--- src/rtl/br_ctrl_pkg.sv ---
// Shared types for the EX-stage branch redirect controller: FSM state encoding and width defaults.
package br_ctrl_pkg;

   typedef enum logic [1:0] {
      IDLE     = 2'd0,
      FLUSH    = 2'd1,
      REDIRECT = 2'd2
   } br_state_e;

   localparam int PC_W_DEF  = 32;
   localparam int CNT_W_DEF = 16;

endpackage

--- src/rtl/branch_redirect_ctrl.sv ---
// Control-hazard sequencer: captures a taken branch target, flushes IF/ID and ID/EX, and holds the
// fetch redirect until accepted. Optional branch statistics are compiled in with BRANCH_STATS_EN.
module branch_redirect_ctrl
   import br_ctrl_pkg::*;
#(
   parameter int PC_W = PC_W_DEF
`ifdef BRANCH_STATS_EN
   ,
   parameter int CNT_W = CNT_W_DEF
`endif
) (
   input  logic             clk,
   input  logic             rst_n,
   input  logic             br_valid,
   input  logic             is_branch_taken,
   input  logic [PC_W-1:0]  branch_pc,
   input  logic             stall_ex,
   input  logic             imem_ready,
`ifdef BRANCH_STATS_EN
   input  logic             stats_clr,
   output logic [CNT_W-1:0] br_count,
   output logic [CNT_W-1:0] taken_count,
`endif
   output logic             redirect_valid,
   output logic [PC_W-1:0]  redirect_pc,
   output logic             flush_if,
   output logic             flush_id,
   output logic             hold_fetch,
   output logic             busy
);

   br_state_e       state_q, state_d;
   logic [PC_W-1:0] target_q, target_d;
   logic            accept;
   logic            capture;

   // Branch results are only looked at in IDLE, so squashed shadow instructions never redirect.
   assign accept  = (state_q == IDLE) & br_valid & ~stall_ex;
   assign capture = accept & is_branch_taken;

   always_comb begin
      state_d  = state_q;
      target_d = target_q;
      case (state_q)
         IDLE: begin
            if (capture) begin
               state_d  = FLUSH;
               target_d = branch_pc;
            end
         end
         FLUSH:    state_d = imem_ready ? IDLE : REDIRECT;
         REDIRECT: state_d = imem_ready ? IDLE : REDIRECT;
         default:  state_d = IDLE;
      endcase
   end

   always_ff @(posedge clk or negedge rst_n) begin
      if (!rst_n) begin
         state_q  <= IDLE;
         target_q <= '0;
      end else begin
         state_q  <= state_d;
         target_q <= target_d;
      end
   end

   assign flush_if       = (state_q == FLUSH);
   assign flush_id       = (state_q == FLUSH);
   assign redirect_valid = (state_q == FLUSH) | (state_q == REDIRECT);
   assign hold_fetch     = redirect_valid;
   assign busy           = (state_q != IDLE);
   assign redirect_pc    = target_q;

`ifdef BRANCH_STATS_EN
   logic [CNT_W-1:0] br_count_q, br_count_d;
   logic [CNT_W-1:0] taken_count_q, taken_count_d;

   // Clear wins over a same-cycle increment; counters wrap naturally.
   always_comb begin
      br_count_d    = br_count_q;
      taken_count_d = taken_count_q;
      if (stats_clr) begin
         br_count_d    = '0;
         taken_count_d = '0;
      end else begin
         if (accept)
            br_count_d = br_count_q + 1'b1;
         if (capture)
            taken_count_d = taken_count_q + 1'b1;
      end
   end

   always_ff @(posedge clk or negedge rst_n) begin
      if (!rst_n) begin
         br_count_q    <= '0;
         taken_count_q <= '0;
      end else begin
         br_count_q    <= br_count_d;
         taken_count_q <= taken_count_d;
      end
   end

   assign br_count    = br_count_q;
   assign taken_count = taken_count_q;
`endif

endmodule

--- config.mk ---
export PLATFORM = sky130hd
export DESIGN_NAME = branch_redirect_ctrl
export DESIGN_NICKNAME = d
export VERILOG_FILES = /design/src/rtl/br_ctrl_pkg.sv /design/src/rtl/branch_redirect_ctrl.sv
export SDC_FILE = /design/constraint.sdc
export NUM_CORES = 1
export LEC_CHECK = 0
export ABC_AREA = 1
export CORE_MARGIN = 5
export CORE_UTILIZATION = 39
export DETAILED_ROUTE_END_ITERATION = 7
export PLACE_DENSITY = 0.82
export SYNTH_ARGS = -nofsm -noshare
export SYNTH_HDL_FRONTEND = slang
export SYNTH_SLANG_ARGS = --single-unit
export TNS_END_PERCENT = 30
--- constraint.sdc ---
create_clock -name clk -period 1.6 [get_ports clk]
set_input_delay 0.32 -clock clk [delete_from_list [all_inputs] [get_ports clk]]
set_output_delay 0.32 -clock clk [all_outputs]
set_load 0.05 [all_outputs]
==> impl_metrics.toml <==
[timing]
period_share_pct = 96.2
setup_viol = 0
hold_viol_final = 0
relSlewSlack_pct = 51.6
fin_skew_ps = 5.56
worst_slew_pin_slew_ps = 725
holdWs_ps = 101
finalCriticalPeriod_ps = 1540
maxClockFrequency_mhz = 650
setup_ws_ps = 60.9
slew_violations = 0

[critical_path]
crit_type = "reg -> out"
r2r_start = "state_q[1]"
cp.depth = 3
setup.worst_path.start_class = "flip-flop"
ff2ff_setup_slack_ps = 150
cp_max_fo = 3
cp_top_family = "flip-flops"
path_cells = "inv_1 > ha_2 > buf_12"
cpPeakStageDelay_ps = 400
worstPathRequired_ps = 1280
worstReg2RegEnd = "state_q[1]"
worst_setup_path_end_kind = "output port"
worstRegToRegCells = 8
critPathSlowestCell = "dfrtp_1"
crit_buf_inv = 2
arrival_ps = 1220

[cts]
clk_pin_slew_worst_paths_ps = 60
clock_sinks = 34
cts_htree_levels = 2
tritoncts = "done"
clockBufferDepth = 2
clock_latency_ps = 270
cts_made_buffers = 5
cts_hold_buf = 0
root_buffer = "clkbuf_8"

[floorplan]
ios = 75
die_h_um = 71.4
dieArea_mm2 = 0.00509
fp.coreArea_mm2 = 0.00366
num_rows = 22
initial_core_util_pct = 40.1
die_width_um = 71.4

[synth]
syn_area_per_cell_um2 = 9.12
yosysUniqueCellTypes = 12
synth-warning-count = 0
ys_ff_latch = 34
syn_area_mm2 = 0.00147
synth.yosys.seq_area_share_pct = 57.9
netlist_instances = 161
synth_nets = 203

[status]
outcome = "finished clean"

[place]
place.gp.congestion = 0.757
placed_area_mm2 = 0.00219
dp.cells = 275
place_ws_ps = 75.1
port_buffers = 74
hpwl_mm = 2.81

[detailed_routing]
routed_via_density = 4.68
drt_iter0_markers = 117
via_count = 1328
ant_nets = 0
routedWlPerCell_um = 12.9
drt-total-wl_mm = 3.66
first_pass_iters = 4
drc = 0

[min_path]
min_path_type = "in -> async"

[power_and_ir_drop]
leakage_nw = 1.22
irDropWorstVdd_mv = 1.40
power_density_mw_per_mm2 = 2600

[layout]
num_antenna_cells = 0
final_util_pct = 63.5
final_common_cell = "nand2_1"
fin_nets = 278
layout.cells.non_filler = 284
n_fill_cell = 330
area_delta_synth_final_pct = 58.3
drive_above_1_share_pct = 23.3
final_cell_area_mm2 = 0.00233
final_cell_mix = "nand2_1 (70), clkdlybuf4s50_1 (36), buf_4 (36)"

[grt]
grt_pass1_vias = 1329
grt_pass1_wl_mm = 6.25
grt_usage_pct = 15.3
grt_max_degree = 36
grt_overflow = 0
antenna_found_initial = 0

[run]
cap_violations = 0
-- where the power goes --
part           total (mW)  internal (mW)  switching (mW)
registers            1.54           1.29           0.248
clock network       0.767          0.498           0.269
logic                3.73           1.25            2.49
-- worst max path at each step --
stage                     from          to  slack [ps]
finish              state_q[1]    flush_if          60
global route        state_q[1]    flush_if          -1
CTS                 state_q[1]  hold_fetch          -2
detailed placement    stall_ex  state_q[1]          80
global placement      stall_ex  state_q[1]         100
floorplan           state_q[1]    flush_if          50
-- through the flow --
stage / power [mW] / setup TNS, ps
floorplan: 3.93 / 0
global placement: 5.17 / 0
detailed placement: 5.25 / 0
CTS: 6.07 / -3.44
global route: 6.38 / -1.06
finish: 6.04 / 0
-- cell usage after synthesis --
master   instances  area, um2
buf_4            5       37.5
buf_2            3       15.0
nor2_4           1       11.3
ha_1             4       50.1
nor3b_1          1       7.51
dfrtp_1         34        851
nand2_1         70        263
inv_2            1       3.75
nand2_4          1       11.3
nand3_1         34        170
buf_6            3       33.8
inv_1            4       15.0
-- logic make-up after synthesis --
kind of cell	count (synthesis)	share of synthesized area, %
fa+ha+maj	4	3.41
flops	34	57.9
simple gates	107	31.5
buf+inv	16	7.15
-- flip-flops by register name, summed over array words and instances (netlist names) --
signal       count
redirect_pc     32
state_q          2
-- cell type report --
type | instances | area, um2 | share of cell area (%)
clock inverters | 1 | 30.0 | 1.29
well taps | 48 | 60.1 | 2.58
clock buffers | 6 | 82.6 | 3.55
flip-flops and latches | 34 | 851 | 36.6
repair buffers | 79 | 756 | 32.5
inverters | 5 | 18.8 | 0.807
multi-input cells | 111 | 528 | 22.7
-- worst reg2reg max path, delay by kind of cell, from the launching register on --
family	cells	cell delay (ps)
adder cells (fa/ha/maj)	1	190
flip-flops	1	380
AND/OR/NAND/NOR	5	610
buffers and inverters	2	170
-- metal layers --
| metal | vias up | track usage (%) | wire length, um |
|---|---|---|---|
| met4 | 0 | 3.76 | 14 |
| met1 | 627 | 18.2 | 1430 |
| li1 | 655 | - | - |
| met2 | 44 | 27.3 | 1960 |
| met3 | 2 | 4.21 | 258 |
| met5 | - | 0 | 0 |
-- timing repair --
| item | CTS | global route |
|---|---|---|
| setup buffers | 2 | 0 |
| setup endpoints to repair | 2 | 12 |
| endpoints found under the hold margin | 0 | 0 |
| resized for setup | 0 | 2 |
Note: power is estimated with default switching activity, not from simulation.
